$ cat src/rtl/cu_pkg.sv
// Shared definitions for the UAZ control unit: opcodes, register-file write
// codes, sequencer states and next-PC select codes.
package cu_pkg;

   // Opcode field values (IR[15:12]); 4'h2..4'h7 are ALU operations
   localparam logic [3:0] OP_NOP   = 4'h0;
   localparam logic [3:0] OP_LDI   = 4'h1;
   localparam logic [3:0] OP_JMP   = 4'h8;
   localparam logic [3:0] OP_JZ    = 4'h9;
   localparam logic [3:0] OP_JNZ   = 4'hA;
   localparam logic [3:0] OP_CALL  = 4'hB;
   localparam logic [3:0] OP_RET   = 4'hC;
   localparam logic [3:0] OP_RSV_D = 4'hD;
   localparam logic [3:0] OP_RSV_E = 4'hE;
   localparam logic [3:0] OP_HALT  = 4'hF;

   // Register-file write select codes
   localparam logic [2:0] HAB_NONE = 3'b000;
   localparam logic [2:0] HAB_R0   = 3'b001;
   localparam logic [2:0] HAB_R7   = 3'b011;
   localparam logic [2:0] HAB_RX   = 3'b100;

   // Next-PC source chosen by the decoder during EXEC
   localparam logic [1:0] PCSEL_INC  = 2'd0;
   localparam logic [1:0] PCSEL_IMM  = 2'd1;
   localparam logic [1:0] PCSEL_RET  = 2'd2;
   localparam logic [1:0] PCSEL_HOLD = 2'd3;

   // Sequencer states; S_STEP is only reachable in single-step builds
   typedef enum logic [2:0] {
      S_FETCH,
      S_DECODE,
      S_EXEC,
      S_HALT,
      S_STEP
   } state_t;

   // ALU operations occupy opcodes 2..7; alu_op is the low three bits
   function automatic logic is_alu_op(input logic [3:0] op);
      return (op >= 4'h2) && (op <= 4'h7);
   endfunction

endpackage

$ cat src/rtl/cu_decoder.sv
// Combinational instruction decoder: turns IR, the Z flag and PC into
// register-file write controls, ALU opcode and next-PC source. Every
// write-type output stays inactive unless exec_en is high.
module cu_decoder
   import cu_pkg::*;
(
   input  logic        exec_en,
   input  logic [15:0] ir,
   input  logic        z,
   input  logic [7:0]  pc,
   output logic [2:0]  hab,
   output logic [2:0]  rx,
   output logic [2:0]  ry,
   output logic [7:0]  dato,
   output logic [7:0]  pc_val,
   output logic [2:0]  alu_op,
   output logic [1:0]  pc_sel,
   output logic        z_we,
   output logic        halt
);

   logic [3:0] op;
   logic [7:0] imm;

   assign op  = ir[15:12];
   assign imm = ir[7:0];

   // Decode IR into control outputs; only EXEC produces non-idle values
   always_comb begin
      // NOTE: every output gets a default before any branch so no path can
      // leave one unassigned and infer a latch.
      hab    = HAB_NONE;
      rx     = ir[11:9];
      ry     = ir[8:6];
      dato   = 8'h00;
      pc_val = 8'h00;
      alu_op = 3'd0;
      pc_sel = PCSEL_INC;
      z_we   = 1'b0;
      halt   = 1'b0;

      if (exec_en) begin
         case (op)
            OP_LDI: begin
               hab  = HAB_RX;
               dato = imm;
            end
            OP_JMP:  pc_sel = PCSEL_IMM;
            OP_JZ:   pc_sel = z ? PCSEL_IMM : PCSEL_INC;
            OP_JNZ:  pc_sel = z ? PCSEL_INC : PCSEL_IMM;
            OP_CALL: begin
               hab    = HAB_R7;
               pc_val = pc + 8'd1;
               pc_sel = PCSEL_IMM;
            end
            OP_RET: begin
               // Return address lives in R7; point read port X at it
               rx     = 3'd7;
               pc_sel = PCSEL_RET;
            end
            OP_HALT: begin
               pc_sel = PCSEL_HOLD;
               halt   = 1'b1;
            end
            OP_NOP, OP_RSV_D, OP_RSV_E: pc_sel = PCSEL_INC;
            default: begin
               if (is_alu_op(op)) begin
                  hab    = HAB_R0;
                  alu_op = op[2:0];
                  z_we   = 1'b1;
               end
            end
         endcase
      end
   end

endmodule

$ cat src/rtl/control_unit.sv
// Fetch/decode/execute sequencer for the 8-bit UAZ core. Owns PC, IR and
// the Z flag, reads a synchronous instruction ROM and drives the register
// file write controls and ALU opcode. Three cycles per instruction.
// Optional feature: define CU_SINGLE_STEP_EN to add the `step` input and a
// S_STEP wait state after every EXEC.
module control_unit
   import cu_pkg::*;
#(
   parameter logic [7:0] RESET_PC = 8'h00,
   parameter int         IW       = 16
)(
   input  logic          clk,
   input  logic          reset,
`ifdef CU_SINGLE_STEP_EN
   input  logic          step,
`endif
   output logic [7:0]    imem_addr,
   input  logic [IW-1:0] imem_data,
   input  logic          alu_zero,
   input  logic [7:0]    RX_DATO,
   output logic [2:0]    alu_op,
   output logic [2:0]    HAB,
   output logic [2:0]    RX,
   output logic [2:0]    RY,
   output logic [7:0]    DATO,
   output logic [7:0]    PC_VAL,
   output logic          halted
);

   state_t        state_q, state_d;
   logic [7:0]    pc_q, pc_d;
   logic [IW-1:0] ir_q, ir_d;
   logic          z_q, z_d;

   logic          exec_en;
   logic [1:0]    pc_sel;
   logic          z_we;
   logic          halt;

   // Reset overrides EXEC combinationally so no write strobe escapes in the
   // cycle reset is asserted.
   assign exec_en   = (state_q == S_EXEC) && !reset;
   assign imem_addr = pc_q;
   assign halted    = (state_q == S_HALT);

   cu_decoder u_decoder (
      .exec_en (exec_en),
      .ir      (ir_q),
      .z       (z_q),
      .pc      (pc_q),
      .hab     (HAB),
      .rx      (RX),
      .ry      (RY),
      .dato    (DATO),
      .pc_val  (PC_VAL),
      .alu_op  (alu_op),
      .pc_sel  (pc_sel),
      .z_we    (z_we),
      .halt    (halt)
   );

   // Next-state, PC, IR and Z computation
   always_comb begin
      state_d = state_q;
      pc_d    = pc_q;
      ir_d    = ir_q;
      z_d     = z_q;

      case (state_q)
         S_FETCH:  state_d = S_DECODE;
         S_DECODE: begin
            // ROM data for the address presented in FETCH is valid now
            ir_d    = imem_data;
            state_d = S_EXEC;
         end
         S_EXEC: begin
            case (pc_sel)
               PCSEL_INC: pc_d = pc_q + 8'd1;
               PCSEL_IMM: pc_d = ir_q[7:0];
               PCSEL_RET: pc_d = RX_DATO;
               default:   pc_d = pc_q;
            endcase
            if (z_we) begin
               z_d = alu_zero;
            end
            if (halt) begin
               state_d = S_HALT;
            end else begin
`ifdef CU_SINGLE_STEP_EN
               state_d = S_STEP;
`else
               state_d = S_FETCH;
`endif
            end
         end
         S_HALT:   state_d = S_HALT;
`ifdef CU_SINGLE_STEP_EN
         S_STEP:   state_d = step ? S_FETCH : S_STEP;
`endif
         default:  state_d = S_FETCH;
      endcase
   end

   // State registers with synchronous active-high reset
   always_ff @(posedge clk) begin
      // NOTE: sequential state uses non-blocking assignments so every flop
      // samples the pre-edge value regardless of statement order.
      if (reset) begin
         state_q <= S_FETCH;
         pc_q    <= RESET_PC;
         ir_q    <= '0;
         z_q     <= 1'b0;
      end else begin
         state_q <= state_d;
         pc_q    <= pc_d;
         ir_q    <= ir_d;
         z_q     <= z_d;
      end
   end

endmodule
$ cat config.mk
export PLATFORM = sky130hd
export DESIGN_NAME = control_unit
export DESIGN_NICKNAME = d
export VERILOG_FILES = /design/src/rtl/cu_pkg.sv /design/src/rtl/cu_decoder.sv /design/src/rtl/control_unit.sv
export SDC_FILE = /design/constraint.sdc
export NUM_CORES = 1
export LEC_CHECK = 0
export ABC_CLOCK_PERIOD_IN_PS = 2890
export CAP_MARGIN = 0
export CORE_ASPECT_RATIO = 1.5
export CORE_UTILIZATION = 43
export CTS_CLUSTER_SIZE = 14
export DETAILED_ROUTE_END_ITERATION = 8
export GPL_TIMING_DRIVEN = 0
export PLACE_DENSITY = 0.91
export SKIP_LAST_GASP = 1
export SYNTH_ARGS = -nofsm -noshare
export SYNTH_HDL_FRONTEND = slang
export SYNTH_SLANG_ARGS = --single-unit
export TNS_END_PERCENT = 30
$ cat constraint.sdc
create_clock -name clk -period 2.89 [get_ports clk]
set_clock_uncertainty 0.15 [all_clocks]
set_input_delay 0.578 -clock clk [delete_from_list [all_inputs] [get_ports clk]]
set_output_delay 0.578 -clock clk [all_outputs]
set_load 0.1 [all_outputs]
==> results.tsv, run 1 <==
stage	metric	value	unit
synthesis	ys flop type	dfxtp_1	
synthesis	XOR/XNOR Fraction of Synth Area	3.35	%
synthesis	compound-gate portion of the synthesized area	17.9	%
global_routing	initial antenna violation count	0	
power_and_ir_drop	part of the power in combinational logic	23.9	%
finish	number of nets in the layout	315	
synthesis	yosys warns	0	
sta	max-slew violations	0	
critical_path	critical path data arrival time	2.12	ns
critical_path	WP buf/inv	2	
synthesis	post-synthesis sequential area ratio	34.4	%
global_routing	vias in the first global route	1562	
power_and_ir_drop	Pwr Density	347	nW/um^2
sta	final worst-path cycle share	98.6	%
critical_path	Critical Path, Cell by Cell	clkbuf_1, and4bb_1, nand2_1, or2_1, nand2b_1, buf_2	
synthesis	Post-synth ARST share	0	%
route	Initial DRC Count	75	
power_and_ir_drop	Pwr Total	0.823	mW
global_routing	GR peak layer	met2	
sta	Setup Viol. Count Final	0	
synthesis	adder-cell share of the synthesized area	3.19	%
sta	Max Fclk	351	MHz
finish	final cell count without fillers	325	
synthesis	Post-Synthesis Cells	214	
floorplanning	I/O pin cnt	64	
job	Max Cap Viol	0	
critical_path	Crit path max-delay family	simple AND/OR/NAND/NOR gates	
placed_design	HPWL Detailed	3340	um
clock_tree	CTS tree	built	
sta	pin slew with the least headroom to its limit	0.969	ns
floorplanning	Die ar.	3900	um^2
route	drc violations	0	
run_status	outcome	finished clean	
sta	clock period minus worst slack	2.85	ns
clock_tree	clk slew on worst S/H paths	0.09	ns
synthesis	Synth Register Bits	27	
power_and_ir_drop	share of power burned in registers	50.1	%
synthesis	Synth Net Count	245	
global_routing	met2 Usage GRT	46.1	%
power_and_ir_drop	P_int	0.566	mW
synthesis	post-synthesis cell type count	41	
synthesis	area leader, netlist	dfxtp_1	
synthesis	largest family of logic cells by synthesized area	simple AND/OR/NAND/NOR gates	
finish	Reg area	541	um^2
route	DRT Pass-1 Iters	5	
sta	RSZ-0062 raised after global routing	true	
hold_path	HP Class	reg -> reg	
critical_path	crit path capture type	output pin	
global_routing	largest net degree at the start of global routing	15	
synthesis	commonest cells in the netlist	nand2_1 (44), a21oi_1 (27), dfxtp_1 (27)	
critical_path	worst-path fanout max	9	
sta	Final Hold Violating Endpoints	0	
placed_design	port bufs	63	
power_and_ir_drop	LEAKAGE	0.911	nW
clock_tree	clock tree sinks	27	
finish	n_diodes	0	
global_routing	All-Layer GR Usage	24.2	%
power_and_ir_drop	Peak VDD IR	361	uV
route	overall routed net length	4520	um
global_routing	met3 Use GR	1.80	%
global_routing	met1 Use GR	27.3	%
power_and_ir_drop	Net Switching	0.257	mW
floorplanning	Die Span X	51.3	um
clock_tree	CTS max path bufs	2	
sta	Slew HR	35.2	%
global_routing	global-route wire length before repair	7270	um
clock_tree	CTS Buf Count	3	
clock_tree	Root Buffer	clkbuf_8	
power_and_ir_drop	Clk pwr share	26.1	%
critical_path	kind of critical path	reg -> out	
floorplanning	FP Rows	26	
placed_design	placer congestion estimate	0.813	
synthesis	Synth area leaders	dfxtp_1 (34%), nand2_1 (11%), a21oi_1 (8.6%)	
route	via/cell ratio	5.25	
global_routing	global route total overflow	0	
synthesis	proportion of synthesized area in mux cells	2.07	%
critical_path	CP max stage delay	0.43	ns
synthesis	Syn Area/Cell	7.33	um^2
route	post-route ant nets	0	
finish	area grow syn2layout	51.0	%
route	DR WL/cell	13.9	um
synthesis	count leader, synth	nand2_1	
clock_tree	clock latency on the worst-skew pair	0.27	ns
synthesis	simple-gate area share of the yosys netlist	33.3	%
finish	FILL cells	296	
finish	area of the multi-input gates	1010	um^2
clock_tree	cts-stage hold buffer count	0	
floorplanning	die height	76.0	um
power_and_ir_drop	switching fraction of total power	31.2	%
finish	share of cells above drive strength 1	21.9	%
route	routed vias	1705	
critical_path	CP Launch Type	register	
synthesis	Synth top area share	34.4	%
synthesis	Post-synth EDFFs	0	
floorplanning	core area	3450	um^2
critical_path	crit path max-delay cell type	buf_2	
floorplanning	initial core utilization	45.5	%
critical_path	CP Data Required Time	2.16	ns
placed_design	dpl cells	319	
synthesis	Cell Area, Synth	1570	um^2
clock_tree	H-tree depth	1	
## power groups by stage
stage | sequential, mW | combinational, mW | clock (mW)
finish | 0.412 | 0.196 | 0.214
detailed placement | 0.419 | 0.192 | 0
global route | 0.415 | 0.208 | 0.231
floorplan | 0.422 | 0.117 | 0
global placement | 0.417 | 0.189 | 0
CTS | 0.411 | 0.196 | 0.214
## area by class of cell
type / count / area share (%)
inverter: 6 / 0.950
clock buffer: 4 / 1.90
multi-input combinational: 166 / 42.5
timing repair buffer: 65 / 25.9
buffer: 15 / 3.70
tap: 42 / 2.22
sequential: 27 / 22.8
## timing repair
action | 4_1_cts | 5_1_grt
resized for setup | 146 | 7
endpoints found under the setup margin | 26 | 14
buffers inserted | 1 | 0
cloned | 1 | 0
pin swaps | 2 | 0
## placed cells by master, fill, tap and decap left out, types with 4 or more instances in the layout
cell type / Yosys / layout
a21oi_1: 27 / 27
a22oi_1: 7 / 7
and2_1: 12 / 4
and2_2: 0 / 5
buf_2: 0 / 8
buf_4: 3 / 7
buf_6: 0 / 7
clkbuf_1: 11 / 10
clkbuf_4: 0 / 4
clkbuf_8: 0 / 5
clkdlybuf4s50_1: 0 / 36
dfxtp_1: 27 / 27
ha_1: 4 / 4
inv_1: 4 / 4
nand2_1: 44 / 43
nand2b_1: 6 / 6
nand3_1: 5 / 5
nor2_1: 19 / 12
nor2_2: 0 / 4
nor3_1: 4 / 4
o21ai_1: 5 / 5
## through the flow
stage	hold slack (ns)	area [um^2]	TNS (ns)	worst slack, ns	util (%)
2_1_floorplan	0.281	1620	-1.18	-0.184	-
3_3_place_gp	0.287	2300	-25.13	-1.26	66.8
3_5_place_dp	0.301	2300	-27.50	-1.36	66.8
4_1_cts	0.314	2370	-0.131	-0.107	68.7
5_1_grt	0.347	2370	-0.0883	-0.0746	68.7
6_report	0.314	2370	0	0.0398	68.7
## layer usage
metal	wire length, um	vias to the layer above
li1	-	859
met1	1710	784
met2	2590	55
met3	144	7
met4	73	0
met5	0	-
## path summary, 6_finish.rpt
| check | endpoint | depth (start not counted) | from | slack, ns |
|---|---|---|---|---|
| worst min-delay path | ir_q[10] | 2 | ir_q[10] | 0.31 |
| worst min register to register | ir_q[10] | 2 | ir_q[10] | 0.31 |
| worst max-delay path | RX[0] | 6 | state_q[0] | 0.04 |
| worst max register to register | imem_addr[0] | 9 | state_q[0] | 0.20 |
## worst min-delay path, cell delays in order (launching register included)
cell	delay (ns)
dfxtp_1	0.32
nand2_1	0.05
a21oi_1	0.05
## sequential cells by signal, indices dropped and copies added (netlist names)
name / count
z_q: 1
imem_addr: 8
state_q: 2
ir_q: 16
## cell families after synthesis
kind of cell             count (synthesis)
XOR/XNOR                                 6
multiplexers                             3
AO/OA/AOI/OAI                           48
flip-flops                              27
buffers and inverters                   21
AND/OR/NAND/NOR                        105
adder cells (fa/ha/maj)                  4
No activity file was read; power rests on OpenSTA's default activity.
==> run 2: changes to the inputs <==
--- a/config.mk
+++ b/config.mk
@@ -8,11 +8,13 @@
 export ABC_CLOCK_PERIOD_IN_PS = 2890
 export CAP_MARGIN = 0
 export CORE_ASPECT_RATIO = 1.5
-export CORE_UTILIZATION = 43
+export CORE_UTILIZATION = 62
 export CTS_CLUSTER_SIZE = 14
 export DETAILED_ROUTE_END_ITERATION = 8
+export DONT_BUFFER_PORTS = 1
 export GPL_TIMING_DRIVEN = 0
-export PLACE_DENSITY = 0.91
+export PLACE_DENSITY = 0.89
+export RECOVER_POWER = 25
 export SKIP_LAST_GASP = 1
 export SYNTH_ARGS = -nofsm -noshare
 export SYNTH_HDL_FRONTEND = slang
==> run 2 against run 1 <==
Net effect: the run now ends with negative setup slack left; die area down 30%; critical path depth down 1; highest routed layer unchanged; non-clock buffer count down 61; sequential power up 1%; sequential share of layout area up 8.7 points; sequential cell count unchanged; power down 13%; via count down 13%; cell count down 24%.
==> results.tsv, run 2 (synthesized netlist as in run 1, its figures left out) <==
stage	metric	value	unit
hold_path	hold wc startpoint	imem_data[14]	
critical_path	Critical R2R Launch	state_q[0]	
run_status	failing checks	negative setup slack	
critical_path	CP Data Required Time	2.16	ns
global_routing	GR peak layer	met2	
power_and_ir_drop	Net Switching	0.240	mW
power_and_ir_drop	LEAKAGE	0.612	nW
global_routing	global-route wire length before repair	5610	um
global_routing	met1 Use GR	29.3	%
clock_tree	clock latency on the worst-skew pair	0.32	ns
clock_tree	clk slew on worst S/H paths	0.15	ns
finish	final design utilization	74.3	%
floorplanning	Die Span X	43.1	um
finish	max FFs per register	16	
finish	most frequent cells in the layout	nand2_1 (43), a21oi_1 (27), dfxtp_1 (20)	
critical_path	critical path data arrival time	2.33	ns
finish	n_diodes	0	
power_and_ir_drop	part of the power in combinational logic	18.6	%
critical_path	kind of critical path	reg -> out	
global_routing	vias in the first global route	1357	
finish	number of nets in the layout	254	
sta	final worst-path cycle share	106	%
placed_design	placer congestion estimate	0.897	
clock_tree	cts-stage hold buffer count	0	
global_routing	initial antenna violation count	0	
sta	RSZ-0062 raised after global routing	true	
sta	Slew HR	26.0	%
route	post-route ant nets	0	
hold_path	worst hold stages	2	
route	routed vias	1483	
power_and_ir_drop	switching fraction of total power	33.7	%
critical_path	CP startpoint	state_q[0]	
route	DRT Pass-1 Iters	4	
power_and_ir_drop	share of power burned in registers	58.3	%
sta	setup TNS	-0.546	ns
floorplanning	Die ar.	2740	um^2
floorplanning	core area	2420	um^2
clock_tree	CTS max path bufs	2	
clock_tree	CTS Buf Count	3	
global_routing	All-Layer GR Usage	26.2	%
finish	register with the most flip-flops	ir_q	
critical_path	crit path capture type	output pin	
run_status	outcome	finished with violations	
power_and_ir_drop	Peak VDD IR	385	uV
clock_tree	CTS tree	built	
route	Initial DRC Count	40	
sta	Final Hold Violating Endpoints	0	
floorplanning	I/O pin cnt	64	
sta	post-route setup slack	-0.170	ns
critical_path	r2r worst-path depth	9	
sta	Setup Viol. Count Final	5	
sta	final hold slack	0.213	ns
placed_design	port bufs	0	
power_and_ir_drop	P_int	0.472	mW
global_routing	largest net degree at the start of global routing	15	
floorplanning	initial core utilization	64.8	%
finish	commonest non-fill, non-tap cell in the layout	nand2_1	
route	DR WL/cell	14.5	um
critical_path	CP Launch Type	register	
power_and_ir_drop	Pwr Density	396	nW/um^2
global_routing	met3 Use GR	2.01	%
route	via/cell ratio	6.03	
placed_design	HPWL Detailed	2650	um
sta	max-slew violations	0	
global_routing	met2 Usage GRT	47.5	%
floorplanning	die height	63.6	um
sta	pin slew with the least headroom to its limit	1.11	ns
clock_tree	H-tree depth	1	
hold_path	HP Class	in -> reg	
sta	clock period minus worst slack	3.06	ns
power_and_ir_drop	Clk pwr share	23.1	%
global_routing	global route total overflow	0	
finish	area grow syn2layout	14.7	%
floorplanning	FP Rows	22	
clock_tree	clock tree sinks	27	
route	drc violations	0	
job	Max Cap Viol	0	
sta	Max Fclk	327	MHz
finish	share of cells above drive strength 1	22.1	%
clock_tree	Root Buffer	clkbuf_4	
critical_path	worst-path fanout max	9	
route	overall routed net length	3580	um
-- run 2: cell types whose count changed in the layout (fill, tap and decap cells not counted), moves of 5 or more --
cell             change
dfxtp_4              +7
buf_6                -6
clkbuf_8             -5
and2_4               +5
dfxtp_1              -7
clkdlybuf4s50_1     -36
buf_2                -8
-- run 2: stage by stage --
step	power, mW	std cells	instance area, um^2	setup WS [ns]
2_1_floorplan	0.539	214	1620	-0.184
3_3_place_gp	0.555	238	1650	-0.312
3_5_place_dp	0.559	238	1650	-0.336
4_1_cts	0.718	246	1800	-0.167
5_1_grt	0.737	246	1800	-0.262
6_report	0.713	246	1800	-0.170
-- run 2: path summary, 6_finish.rpt --
kind	endpoint	slack (ns)
hold / removal	ir_q[14]	0.21
hold reg to reg	ir_q[10]	0.32
setup / recovery	RX[1]	-0.17
setup reg to reg	imem_addr[0]	0.22
-- run 2: repair_timing --
item	in CTS	in global routing
resized for setup	31	2
buffers inserted	4	0
endpoints found under the setup margin	23	19
pin swaps	6	1
-- run 2: layer usage --
metal / routed length (um) / vias to the layer above
met2: 1950 / 51
met3: 168 / 10
met4: 82 / 0
met5: 0 / -
met1: 1380 / 684
li1: - / 738
-- run 2: power by group through the flow --
stage,clock network [mW],registers [mW],logic (mW)
3_3_place_gp,0,0.426,0.129
5_1_grt,0.176,0.419,0.142
3_5_place_dp,0,0.427,0.131
4_1_cts,0.170,0.415,0.133
2_1_floorplan,0,0.422,0.117
6_report,0.165,0.416,0.132
-- run 2: final cells by class --
cell class | count | area (um^2)
multi-input combinational | 166 | 1050
inverter | 6 | 22.5
timing repair buffer | 4 | 30.0
buffer | 15 | 75.1
tap | 24 | 30.0
fill | 201 | 623
clock buffer | 4 | 26.3
sequential | 27 | 567
-- run 2: worst max-delay path, cell delays in order (launching register included) --
cell,delay [ns]
dfxtp_1,0.33
clkbuf_1,0.20
and4bb_1,0.38
nand2_1,0.09
or2_1,0.28
nand2b_1,0.73
==> run 3: changes to the inputs <==
--- a/config.mk
+++ b/config.mk
@@ -5,6 +5,7 @@
 export SDC_FILE = /design/constraint.sdc
 export NUM_CORES = 1
 export LEC_CHECK = 0
+export ABC_AREA = 1
 export ABC_CLOCK_PERIOD_IN_PS = 2890
 export CAP_MARGIN = 0
 export CORE_ASPECT_RATIO = 1.5
==> run 3 against run 2 <==
Net effect: the run still ends with negative setup slack left; worst hold slack got worse by 0.067 ns; area after synthesis increased by 0.40%; fmax increased by 4.1%; critical endpoint is now DATO[1]; largest power group unchanged; highest routed layer unchanged.
==> results.tsv, run 3 <==
stage	metric	value	unit
sta	Final Hold Violating Endpoints	0	
sta	Setup Viol. Count Final	12	
run_status	failing checks	negative setup slack	
sta	clock period minus worst slack	2.94	ns
global_routing	met2 Usage GRT	53.7	%
clock_tree	CTS max path bufs	2	
route	via/cell ratio	5.63	
route	DR WL/cell	13.4	um
clock_tree	Root Buffer	clkbuf_4	
critical_path	kind of critical path	reg -> out	
global_routing	met1 Use GR	29.1	%
power_and_ir_drop	Pwr Total	0.865	mW
clock_tree	post-CTS setup buffers	0	
route	DRT Pass-1 Iters	4	
sta	final worst-path cycle share	102	%
finish	register with the most flip-flops	ir_q	
placed_design	HPWL Detailed	2790	um
critical_path	crit path capture type	output pin	
finish	final design utilization	71.4	%
power_and_ir_drop	Peak VDD IR	357	uV
synthesis	ys flop type	dfxtp_1	
route	routed vias	1504	
power_and_ir_drop	Pwr Density	500	nW/um^2
finish	area grow syn2layout	9.85	%
sta	post-route setup slack	-0.0498	ns
synthesis	Post-Synthesis Cells	239	
clock_tree	CTS tree	built	
global_routing	global route total overflow	0	
global_routing	initial antenna violation count	0	
finish	most frequent cells in the layout	nand2_1 (39), o21ai_0 (31), inv_1 (27), a21oi_1 (27), nor2_1 (23)	
clock_tree	clk slew on worst S/H paths	0.14	ns
synthesis	commonest cells in the netlist	nor2_1 (41), nand2_1 (39), o21ai_0 (31)	
critical_path	CP Launch Type	register	
floorplanning	Die Span X	43.2	um
clock_tree	cts-stage hold buffer count	0	
sta	RSZ-0062 raised after global routing	true	
global_routing	vias in the first global route	1472	
synthesis	Synth area leaders	dfxtp_1 (34%), o21ai_0 (9.8%), nor2_1 (9.8%)	
critical_path	worst-path fanout max	9	
global_routing	global-route wire length before repair	5980	um
sta	Max Fclk	340	MHz
clock_tree	CTS Buf Count	3	
finish	n_diodes	0	
clock_tree	clock tree sinks	27	
floorplanning	die height	63.7	um
route	Initial DRC Count	34	
global_routing	All-Layer GR Usage	28.1	%
run_status	outcome	finished with violations	
job	Max Cap Viol	0	
sta	setup TNS	-0.406	ns
clock_tree	clock latency on the worst-skew pair	0.33	ns
floorplanning	FP Rows	22	
finish	max FFs per register	16	
global_routing	largest net degree at the start of global routing	16	
sta	pin slew with the least headroom to its limit	1.09	ns
global_routing	GR peak layer	met2	
finish	number of nets in the layout	275	
synthesis	yosys warns	0	
placed_design	dpl ws	-0.375	ns
placed_design	placer congestion estimate	0.837	
route	overall routed net length	3590	um
finish	commonest non-fill, non-tap cell in the layout	nand2_1	
finish	share of cells above drive strength 1	21.0	%
synthesis	Synth Net Count	270	
critical_path	critical path data arrival time	2.21	ns
synthesis	count leader, synth	nor2_1	
route	post-route ant nets	0	
route	drc violations	0	
placed_design	port bufs	0	
floorplanning	Die ar.	2750	um^2
sta	final hold slack	0.147	ns
hold_path	HP Class	in -> reg	
synthesis	Syn Area/Cell	6.59	um^2
sta	max-slew violations	0	
synthesis	Synth top area share	34.3	%
floorplanning	initial core utilization	65.0	%
synthesis	area leader, netlist	dfxtp_1	
floorplanning	core area	2420	um^2
synthesis	Post-synth ARST share	0	%
synthesis	post-synthesis cell type count	29	
sta	Slew HR	27.5	%
placed_design	Placed Area	1670	um^2
synthesis	post-synthesis sequential area ratio	34.3	%
placed_design	dpl cells	263	
global_routing	met3 Use GR	2.82	%
synthesis	Post-synth EDFFs	0	
critical_path	CP Data Required Time	2.16	ns
synthesis	Synth Register Bits	27	
power_and_ir_drop	LEAKAGE	0.677	nW
clock_tree	H-tree depth	1	
synthesis	Cell Area, Synth	1580	um^2
finish	final non-filler cell area	1730	um^2
floorplanning	I/O pin cnt	64	
finish	final cell count without fillers	267	
## run 3: routing by layer
| layer | part of all wire (%) | wire length, um |
|---|---|---|
| met1 | 39 | 1380 |
| met2 | 55 | 1960 |
| met3 | 5.3 | 189 |
| met4 | 1.5 | 54 |
| met5 | 0 | 0 |
## run 3: cell families after synthesis
group / share of synthesized area, %
xor+xnor: 0.556
simple gates: 30.8
compound gates: 20.3
fa+ha+maj: 3.18
flops: 34.3
buf+inv: 10.9
## run 3: layout make-up
type	instances	area, um^2
multi-input combinational	171	942
fill	213	692
sequential	27	559
inverter	32	125
buffer	9	46.3
tap	24	30.0
clock buffer	3	22.5
clock inverter	1	5.00
## run 3: what timing repair did
| action | CTS | global route |
|---|---|---|
| setup endpoints to repair | 15 | 15 |
| resized for setup | 14 | 2 |
| pin swaps | 0 | 2 |
## run 3: path summary, 6_finish.rpt
path / startpoint / endpoint / slack [ns] / cells after the start
worst min-delay path: reset / z_q / 0.15 / 1
worst max register to register: ir_q[15] / imem_addr[2] / 0.46 / 12
worst min register to register: z_q / z_q / 0.34 / 2
worst max-delay path: state_q[1] / DATO[1] / -0.05 / 4
## run 3: report_power, final
group          switching [mW]  leakage, nW  internal, mW  total (mW)
Clock                   0.114       0.0177        0.0520       0.166
Sequential             0.0851        0.227         0.406       0.491
Combinational           0.162        0.433        0.0459       0.208
Total                   0.361        0.677         0.504       0.865
## run 3: critical path, stage by stage (launching register included)
cell     delay (ns)
dfxtp_1        0.47
nand2_4        0.12
nor2_8         0.15
nand3_2        0.25
nor2_2         0.90
==> RTL edit 1 (settings of run 1) <==
Encoding of `state_t`: now Gray code (3 bits for 5 states).
--- a/src/rtl/cu_pkg.sv
+++ b/src/rtl/cu_pkg.sv
@@ -28,11 +28,11 @@
 
    // Sequencer states; S_STEP is only reachable in single-step builds
    typedef enum logic [2:0] {
-      S_FETCH,
-      S_DECODE,
-      S_EXEC,
-      S_HALT,
-      S_STEP
+      S_FETCH  = 3'b000,
+      S_DECODE = 3'b001,
+      S_EXEC   = 3'b011,
+      S_HALT   = 3'b010,
+      S_STEP   = 3'b110
    } state_t;
 
    // ALU operations occupy opcodes 2..7; alu_op is the low three bits
Check against the original RTL: no difference found for any inputs over 10 cycles, from zero or initial values and one cycle with reset high; not proved beyond that.
==> RTL edit 1 against run 1 <==
Power up 1.4%. Clock power up 7%. Area after synthesis up 1.4%. First-iteration DRC count down 11%. Wire length down 0.71%. Cell area up 4.8%. Cell count down 0.62%. Maximum frequency down 0.42%. Synthesized cell count down 1.4%. Register-to-register slack better by 0.07 ns. Sequential cell count unchanged. Worst setup slack worse by 0.012 ns. Count of clock-buffer cells in the layout down 1. Critical path type unchanged. Largest power group unchanged.
==> RTL edit 1: results (changes against run 1) <==
* Final GP Congestion at 0.897 (was 0.813)
* Critical Path Start: state_q[1] (was state_q[0])
* Post-Syn Area per Cell at 7.54 sq um (was 7.33 sq um)
* Min Hold Slack at 0.321 ns (was 0.314 ns)
* Largest stage delay, worst path at 1.16 ns (was 0.43 ns)
* Seq/Total Area, Yosys at 0.340 (was 0.344)
* First-pass DRT Iterations at 4 (was 5)
* Placed insts at 316 (was 319)
* Vias per cell at 5.37 (was 5.25)
* Yosys cell types at 40 (was 41)
* Largest net degree at the start of global routing at 17 (was 15)
* Run status: completed (unchanged)
* Worst-Skew Late Latency at 0.29 ns (was 0.27 ns)
* Post-synthesis net count at 242 (was 245)
* Post-CTS Setup Bufs at 3 (was 1)
* DR WL/cell at 13.9 um (about the same)
* HPWL Detailed at 3.28 mm (was 3.34 mm)
* CTS resizes at 170 (was 146)
* Placed Area at 0.00237 sq mm (was 0.00230 sq mm)
* Synth Area in Adders at 0.0315 (was 0.0319)
* Max-slew headroom at 0.349 (was 0.352)
* Pwr Density at 336 mW/mm^2 (was 347 mW/mm^2)
* Slowest cell on the critical path: clkdlybuf4s50_1 (was buf_2)
* Layout cell share with drive strength beyond 1 at 0.253 (was 0.219)
* GRT Util Overall at 0.238 (was 0.242)
* Iter 0 DRT Violations at 67 (was 75)
* Origin of the critical flop-to-flop path: z_q (was state_q[0])
-- RTL edit 1: cell count changes in the layout (fill, tap and decap cells not counted), sizes merged, moves of 2 or more --
cell | run 1 | this run
a22oi | 7 | 9
a21oi | 27 | 24
o22ai | 1 | 4
nand3 | 6 | 4
clkinvlp | 0 | 2
and3 | 2 | 0
inv | 6 | 4
a21o | 0 | 2
clkbuf | 19 | 14
buf | 24 | 29
-- RTL edit 1: final cells by class --
| class | instances | area [sq um] |
|---|---|---|
| clock buffers | 3 | 41.3 |
| flip-flops and latches | 27 | 541 |
| repair buffers | 66 | 683 |
| well taps | 42 | 52.6 |
| clock inverters | 1 | 7.51 |
| plain buffers | 15 | 115 |
| multi-input cells | 164 | 1020 |
| inverters | 5 | 22.5 |
| fillers | 265 | 998 |
-- RTL edit 1: metal layers --
metal  vias up  wire, um  GRT usage  part of all wire
met4         0       137     0.0892             0.031
met5         -         0          0                 0
met3        15       286     0.0339             0.064
met1       796      1630      0.244              0.36
li1        855         -          -                 -
met2        68      2440      0.456              0.54
==> RTL edit 2 (config.mk and constraints of run 1) <==
Made on the original files. Build with the macro `CU_SINGLE_STEP_EN` defined.
--- a/src/rtl/control_unit.sv
+++ b/src/rtl/control_unit.sv
@@ -3,6 +3,8 @@
 // file write controls and ALU opcode. Three cycles per instruction.
 // Optional feature: define CU_SINGLE_STEP_EN to add the `step` input and a
 // S_STEP wait state after every EXEC.
+`define CU_SINGLE_STEP_EN
+
 module control_unit
    import cu_pkg::*;
 #(
Ports: changed (added step); port bits go from 64 to 65. The function was not compared with the original's and may differ.
==> RTL edit 2 against run 1 <==
Sequential cell count up 1. Maximum frequency rose by 3.6%. Via count rose by 6.1%. Power is 12% higher. Wire length down 0.57%. Area after synthesis up 4.7%. Worst hold slack got worse by 0.0086 ns. First-iteration DRC count decreased by 49%. Worst setup slack improved by 0.098 ns. Critical path type unchanged. Cell area rose by 3.7%. Non-clock buffer count increased by 2.
==> RTL edit 2: results (changes against run 1) <==
* Run status: completed (unchanged)
* Synth top cells by count: 42 x nand2_1, 28 x a21oi_1, 28 x dfxtp_1, 18 x nor2_1, 12 x and2_1 (was 44 x nand2_1, 27 x a21oi_1, 27 x dfxtp_1, 19 x nor2_1, 12 x and2_1)
* Post-synthesis net count at 255 (was 245)
* DR WL met3 at 172 um (was 144 um)
* Worst slew pin tran at 0.976 ns (was 0.969 ns)
* First-pass DRT Iterations at 4 (was 5)
* CP arrival at 2.02 ns (was 2.12 ns)
* M3 GR Usage at 0.0255 (was 0.0180)
* GRT Util Overall at 0.232 (was 0.242)
* CP max FO at 8 (was 9)
* WL met1 at 1.76 mm (was 1.71 mm)
* Largest net degree at the start of global routing at 16 (was 15)
* GRT met1 Usage at 0.273 (about the same)
* Fill cell count at 305 (was 296)
* DR WL/cell at 13.4 um (was 13.9 um)
* Post-CTS Setup Bufs at 2 (was 1)
* Nets@finish at 326 (was 315)
* HPWL Detailed at 3.35 mm (was 3.34 mm)
* Port bufs at 64 (was 63)
* Final GP Congestion at 0.876 (was 0.813)
* Global-route wire length before repair at 7.32 mm (was 7.27 mm)
* Seq/Total Area, Yosys at 0.341 (was 0.344)
* Met2 GRT Util at 0.408 (was 0.461)
* Top cells by area in the synthesized netlist: dfxtp_1 34%, nand2_1 9.6%, a21oi_1 8.5% (was dfxtp_1 34%, nand2_1 11%, a21oi_1 8.6%)
* Met2 WL at 2.47 mm (was 2.59 mm)
* Iter 0 DRT Violations at 38 (was 75)
* CTS resizes at 135 (was 146)
* Post-Layout Cell Count at 336 (was 325)
* Layout cell share with drive strength beyond 1 at 0.222 (was 0.219)
* Largest stage delay, worst path at 0.40 ns (was 0.43 ns)
* Total number of vias at 1809 (was 1705)
* Vias in the first global route at 1639 (was 1562)
* R2R cell count at 10 (was 9)
* Leakage at 0.000942 uW (was 0.000911 uW)
* Dpl ws at -1.17 ns (was -1.36 ns)
-- RTL edit 2: final cells by class --
class,instances,area (sq um),share of cell area
sequential,28,564,0.230
inverter,7,26.3,0.0107
timing repair buffer,67,647,0.263
clock buffer,4,55.1,0.0224
tap,43,53.8,0.0219
multi-input combinational,172,1040,0.423
buffer,15,72.6,0.0295
-- RTL edit 2: report_power, final --
part	total [uW]	internal, uW	switching, uW
combinational	235	88.0	147
clock	246	122	124
sequential	436	410	25.9
total	917	620	297
-- RTL edit 2: worst paths after layout --
check	from	to	slack (ns)
min	ir_q[10]	ir_q[10]	0.31
max reg2reg	ir_q[13]	imem_addr[6]	0.21
min reg2reg	ir_q[10]	ir_q[10]	0.31
max	state_q[1]	DATO[4]	0.14
-- RTL edit 2: logic make-up (layout without fill, tap and decap cells) --
group           Yosys count  in the layout  synth area share
simple gates            110            110             0.344
flops                    28             28             0.341
compound gates           50             50             0.177
fa+ha+maj                 4              4            0.0305
mux                       2              2            0.0137
buf+inv                  23             93            0.0609
xor+xnor                  6              6            0.0320
